## config.mk

```make
export PLATFORM = sky130hd
export DESIGN_NAME = wb_regfile
export DESIGN_NICKNAME = d
export VERILOG_FILES = /design/src/rtl/wb_regfile.sv
export SDC_FILE = /design/constraint.sdc
export NUM_CORES = 2
export LEC_CHECK = 0
export BUFFER_PORTS_ARGS = -buffer_cell sky130_fd_sc_hd__buf_4
export CORE_ASPECT_RATIO = 1.5
export CORE_MARGIN = 3
export CORE_UTILIZATION = 60
export CTS_BUF_LIST = sky130_fd_sc_hd__clkbuf_8
export DETAILED_ROUTE_END_ITERATION = 6
export PLACE_DENSITY_LB_ADDON = 0.3
export SLEW_MARGIN = 10
export SYNTH_ARGS = -nofsm -noshare
export SYNTH_HDL_FRONTEND = slang
export SYNTH_SLANG_ARGS = --single-unit
```

## constraint.sdc

```tcl
create_clock -name clk -period 2.3 [get_ports clk]
set_input_delay 0.23 -clock clk [delete_from_list [all_inputs] [get_ports clk]]
set_output_delay 0.23 -clock clk [all_outputs]
set_load 0.01 [all_outputs]
```

## src/rtl/wb_regfile.sv

```systemverilog
// Writeback mux feeding a 2**ADDR_W x DATA_W register file with two bypassed combinational read ports.
// Write lands one edge after WBValid_out; a write is accepted every cycle, with no backpressure.
module wb_regfile #(
    parameter int DATA_W = 32,
    parameter int ADDR_W = 5
) (
    input  logic              clk,
    input  logic              rst_n,
    input  logic              MemWB_RegWrite_in,
    input  logic              MemWB_MemToReg_in,
    input  logic [DATA_W-1:0] ReadData_in,
    input  logic [DATA_W-1:0] B3Dir_in,
    input  logic [ADDR_W-1:0] B3Mux_in,
    input  logic [ADDR_W-1:0] RdAddrA_in,
    input  logic [ADDR_W-1:0] RdAddrB_in,
    output logic [DATA_W-1:0] RdDataA_out,
    output logic [DATA_W-1:0] RdDataB_out,
    output logic [DATA_W-1:0] WBData_out,
    output logic              WBValid_out,
    output logic [15:0]       WrCount_out
);

    localparam int DEPTH = 1 << ADDR_W;

    logic [DATA_W-1:0] r_regs [DEPTH];
    logic [15:0]       r_wr_count;
    logic [DATA_W-1:0] w_wb_data;
    logic              w_wb_valid;
    logic [DATA_W-1:0] w_rd_a;
    logic [DATA_W-1:0] w_rd_b;

    assign w_wb_data   = MemWB_MemToReg_in ? ReadData_in : B3Dir_in;
    assign w_wb_valid  = MemWB_RegWrite_in && (B3Mux_in != '0);

    assign WBData_out  = w_wb_data;
    assign WBValid_out = w_wb_valid;
    assign WrCount_out = r_wr_count;

    // Entry 0 is never written because w_wb_valid excludes index 0, so it holds its reset value.
    always_ff @(posedge clk or negedge rst_n) begin
        if (!rst_n) begin
            for (int i = 0; i < DEPTH; i++) begin
                r_regs[i] <= '0;
            end
            r_wr_count <= '0;
        end else if (w_wb_valid) begin
            r_regs[B3Mux_in] <= w_wb_data;
            r_wr_count       <= r_wr_count + 16'd1;
        end
    end

    // Bypass is suppressed during reset so both ports read zero while rst_n is low.
    always_comb begin
        w_rd_a = r_regs[RdAddrA_in];
        if (RdAddrA_in == '0 || !rst_n) begin
            w_rd_a = '0;
        end else if (w_wb_valid && (RdAddrA_in == B3Mux_in)) begin
            w_rd_a = w_wb_data;
        end
    end

    always_comb begin
        w_rd_b = r_regs[RdAddrB_in];
        if (RdAddrB_in == '0 || !rst_n) begin
            w_rd_b = '0;
        end else if (w_wb_valid && (RdAddrB_in == B3Mux_in)) begin
            w_rd_b = w_wb_data;
        end
    end

    assign RdDataA_out = w_rd_a;
    assign RdDataB_out = w_rd_b;

    a_regwrite_known: assert property (@(posedge clk) disable iff (!rst_n)
        !$isunknown(MemWB_RegWrite_in));

endmodule

```

# After elaboration in Yosys (flattened, before gate mapping)
# Index checks and enable logic that the tools add are counted.
# word_totals
inputBits	83
register_bits	1040
output_inout_bits	113
wordCells	67
# op_classes
eq_ne	2
bitwise	3
reduce_logical	10
n_lt_le_gt_ge	4
add_sub_neg	1
mux	14
# ops
operator	count
$bwmux W1024	1
$bmux W32 S5	2
$mux W32	10
$demux W32 S5	1
$ge A6 B6 Y1 const B	3
$not A5 Y6	3
$add A16 B1 Y16 const B	1
$eq A5 B5 Y1	2
$logic_not A5 Y1	2
$lt A6 B1 Y1 const B	1
$reduce_bool A5 Y1	1
$logic_and A1 B1 Y1	4
$logic_or A1 B1 Y1	2
$logic_not A1 Y1	1

# Depth between registers and ports, before layout
# depth
ltp_word	6
ltp_mapped	9
ltp_nobuf	5

# Least setup slack after synthesis
# No wires, ideal clock.
# synth_path
path_kind	input to output
start	input port RdAddrA_in[0]
end	output port RdDataA_out[0]
stages	9
n_path_buf	5
path_slack_ns	0.279
t_required_ns	2.070
t_arrival_ns	1.791
cell_sequence	buf_6 -> buf_6 -> buf_2 -> and2_1 -> buf_2 -> clkbuf_1 -> a22oi_1 -> a21oi_1 -> o32ai_1
# synth_via
elab_chain_len	6
word_cells_on_any_way	10
classes_between	1 x eq/ne; 5 x mux; 1 x bitwise; 3 x reduce/logical
# synth_rtl
element	line	source
from (decl)	14	input logic [ADDR_W-1:0] RdAddrA_in,
$not A5 Y6 (not written as such)	54	w_rd_a = r_regs[RdAddrA_in];
$bmux W32 S5	54	
$mux W32 (not written as such) (2 in a row)	54	
$mux W32	57	end else if (w_wb_valid && (RdAddrA_in == B3Mux_in)) begin
$mux W32 *	55	if (RdAddrA_in == '0 || !rst_n) begin
to (decl)	16	output logic [DATA_W-1:0] RdDataA_out,
# Mark *: on every way between the ends. The rest lies on a longest branch, timed or not. The select of a mux whose other input is x is not followed.

# Worst setup path after layout
# layout_path
start	register r_regs[12] (netlist bit)
end	output port RdDataB_out[12]
# layout_via
elab_chain_len	5
# layout_rtl
element	line	source
from (decl)	25	logic [DATA_W-1:0] r_regs [DEPTH];
from (signal, indexed assignment)	47	r_regs[B3Mux_in] <= w_wb_data;
$bmux W32 S5	63	w_rd_b = r_regs[RdAddrB_in];
$mux W32 (not written as such) (2 in a row)	63	
$mux W32	66	end else if (w_wb_valid && (RdAddrB_in == B3Mux_in)) begin
$mux W32	64	if (RdAddrB_in == '0 || !rst_n) begin
to (decl)	17	output logic [DATA_W-1:0] RdDataB_out,
# Every way passes these cells. The select of a mux whose other input is x is not followed.

==> results.sh <==
export IMPL_crit_type="flop to output port"
export IMPL_failed_checks="design-rule violations, negative hold slack, negative setup slack"
export IMPL_drive_above_1_share=0.334
export IMPL_r2r_slack_ps=530
export IMPL_r2r_end="WrCount_out[10]$_DFFE_PN0P_"
export IMPL_rows=133
export IMPL_synthFlopType="dfrtp_1"
export IMPL_leakage_nw=28.6
export IMPL_slowest_stage="mux4_2"
export IMPL_wl_um=203000
export IMPL_grt_pass1_wl_um=297000
export IMPL_p_per_area_nw_per_um2=846
export IMPL_min_from="B3Dir_in[17]"
export IMPL_yosys_area_share_xor_xnor=0.00423
export IMPL_area_delta_synth_final_pct=23.8
export IMPL_syn_area_per_cell_um2=11.1
export IMPL_yosysTopAreaCell="dfrtp_1"
export IMPL_crit_chain="mux4_2, mux2_2, a221oi_2, buf_4, o32ai_1, buf_4"
export IMPL_core_area_um2=88000
export IMPL_synthAdderAreaFrac=0.000234
export IMPL_numCtsBuffers=155
export IMPL_globalRouteTotalUtil=0.432
export IMPL_regArea_um2=26000
export IMPL_maxSlewViolCount=0
export IMPL_worst_pin_slew_ps=1190
export IMPL_fmax_mhz=334
export IMPL_min_period_ps=2990
export IMPL_async_flop_share=1.00
export IMPL_wl_per_cell_um=31.0
export IMPL_fin_ws_ps=-695
export IMPL_overflow=0
export IMPL_clock_sinks=1040
export IMPL_hold_violations=1
export IMPL_worst_hold_path_num_cells=4
export IMPL_ys_types=54
export IMPL_path_common_cell="buf_4"
export IMPL_rsz0062_at_grt="true"
export IMPL_synth_compound_area_frac=0.149
export IMPL_cts_root_buf="clkbuf_8"
export IMPL_yosys_top_cells_area="dfrtp_1, mux4_2, a21oi_1"
export IMPL_antenna_left=0
export IMPL_final_nets=5374
export IMPL_synthCells=4814
export IMPL_clk_pin_slew_ps=70
export IMPL_synthMuxAreaShare=0.223
export IMPL_yosys_area_share_simple=0.0862
export IMPL_fillCellCount=5165
export IMPL_setup_viol=64
export IMPL_irDropWorstVdd_v=0.000704
export IMPL_ctsLongestPathBuffers=3
export IMPL_multiInputGateArea_um2=27300
export IMPL_initial_core_util=0.608
export IMPL_rr_worst_depth=5
export IMPL_fin_crit_sh=1.30
export IMPL_drt_iter0_markers=7452
export IMPL_synthesis_nets=4898
export IMPL_die_h_um=372
export IMPL_r2r_start="WrCount_out[0]$_DFFE_PN0P_"
export IMPL_via_per_inst=7.28
export IMPL_die_x_um=250
export IMPL_gp_congestion=0.930
export IMPL_endpoint_kind="output port"
export IMPL_yosys_area_top_type_share=0.486
export IMPL_first_global_vias=48454
export IMPL_first_pass_iters=7
export IMPL_cts_tree="yes"
export IMPL_yosysSeqAreaShare=0.486
export IMPL_required_ps=2070
export IMPL_grt_max_degree=176
export IMPL_yosys_warnings=0
export IMPL_crit_fanout=2
export IMPL_max_cap_viol_count=0
export IMPL_htreeDepth=4
export IMPL_holdPathEnd="r_regs[593]$_DFFE_PN0P_"
export IMPL_dp_cells=6118
export IMPL_clock_latency_ps=910
export IMPL_vias=47665
export IMPL_max_slew_margin=0.208
export IMPL_slowest_delay_ps=500
export IMPL_skew_ps=33.0
export IMPL_io_pins=196
export IMPL_port_buffers=195
export IMPL_outcome="finished, violations left"
export IMPL_synth_top_family_by_area="multiplexers"
export IMPL_cp_arrival_ps=2760
export IMPL_path_buf_inv=2
export IMPL_worstSetupStartpoint="r_regs[12]$_DFFE_PN0P_"
export IMPL_antenna_found_initial=8
export IMPL_dieArea_um2=92900
export IMPL_synth_area_um2=53500
export IMPL_final_cell_count_no_fill=6548
export IMPL_whs_ps=-4.19
export IMPL_dp_slack_ps=-501
export IMPL_startpoint_type="flop"
export IMPL_ys_ff_latch=1040
export IMPL_cp_top_family="multiplexers"
export IMPL_hp_class="primary input to flop"
export IMPL_drc=1
export IMPL_dp_hpwl_um=123000
export IMPL_synth_enable_flop_cells=0
[registers in the layout, summed over array words and instances, names as in the netlist]
signal / count
WrCount_out: 16
r_regs: 1024
[cells by family (layout without fill, tap and decap cells)]
group | count (synthesis) | after routing
adder cells (fa/ha/maj) | 1 | 1
flip-flops | 1040 | 1040
AO/OA/AOI/OAI | 1405 | 1405
AND/OR/NAND/NOR | 1142 | 1142
buffers and inverters | 573 | 1152
multiplexers | 628 | 628
XOR/XNOR | 25 | 25
other | 0 | 8
[cell usage after synthesis (22+ instances only)]
cell type,n
o21ai_0,467
nor2_1,529
a21oi_1,544
mux2_2,31
a22oi_1,42
nor4_1,22
dfrtp_1,1040
o21ai_1,23
nand2_1,504
buf_2,93
inv_1,36
clkbuf_1,361
mux2i_1,148
or4_1,24
o22ai_1,193
mux4_2,449
o2bb2ai_1,22
buf_4,50
[worst reg2reg max path: cells and delay by family, from the launching register on]
kind	cells	cell delay [ps]
simple gates	2	280
flops	1	420
compound gates	1	620
fa+ha+maj	1	220
xor+xnor	1	160
[cell type report]
| class | count | area share |
|---|---|---|
| clock inverters | 69 | 0.00610 |
| clock buffers | 191 | 0.0397 |
| repair buffers | 856 | 0.126 |
| well taps | 1147 | 0.0217 |
| diodes | 8 | 0.000302 |
| flip-flops and latches | 1040 | 0.393 |
| multi-input cells | 3201 | 0.411 |
| inverters | 36 | 0.00204 |
[timing repair]
action                                 4_1_cts  5_1_grt
gates resized for setup                    269       73
buffers inserted                            79       43
setup endpoints to repair                   64       76
endpoints found under the hold margin     1491       24
hold buffers                                74        1
pin swaps                                  126       61
[worst max-delay path by stage]
stage | cells past startpoint | end
after floorplan | 9 | RdDataA_out[0]
after global routing | 6 | RdDataB_out[12]
after CTS | 5 | RdDataA_out[16]
after global placement | 10 | RdDataA_out[23]
final | 6 | RdDataB_out[12]
after detailed placement | 10 | RdDataA_out[23]
[power breakdown]
part	total (mW)	switching (mW)	internal (mW)
registers	25.5	3.30	22.2
logic	15.2	7.32	7.88
clock network	15.3	7.62	7.72
[metal layers]
metal / vias up / GRT usage / wire [um]
met3: 1474 / 0.154 / 30000
met5: - / 0 / 29
met4: 6 / 0.360 / 20800
met2: 4393 / 0.639 / 89300
li1: 18607 / - / -
met1: 23185 / 0.509 / 62800
[per-stage QoR]
| step | TNS (ps) | instance area (um2) | util | power (mW) | hold WS [ps] |
|---|---|---|---|---|---|
| 3_5_place_dp | -12420 | 59600 | 0.678 | 38.2 | 322 |
| 3_3_place_gp | -11720 | 59600 | 0.678 | 37.4 | 318 |
| 6_report | -29650 | 66300 | 0.753 | 56.1 | -4.19 |
| 2_1_floorplan | 0 | 53500 | - | 33.3 | -65.6 |
| 4_1_cts | -29440 | 65500 | 0.744 | 54.7 | 1.13 |
| 5_1_grt | -31920 | 66200 | 0.753 | 58.1 | 21.7 |
[cell usage in the layout, fill, tap and decap left out, types with 20 or more instances in the layout]
master         netlist  layout
a21oi_1            544     544
a22oi_1             42      42
buf_12               5     127
buf_4               50     620
buf_6               21      34
clkbuf_8             0     191
clkinv_2             0      20
dfrtp_1           1040    1040
dlygate4sd3_1        0      68
inv_1               36      71
mux2_2              31      23
mux2i_1            148     113
mux4_2             449     449
nand2_1            504     493
nor2_1             529     517
o21ai_0            467     466
o21ai_1             23      24
o22ai_1            193      74
o22ai_2             10      89
o22ai_4              0      40
or4_4                0      20
xnor2_1             20      20
Power figures use the tool's default switching activity.
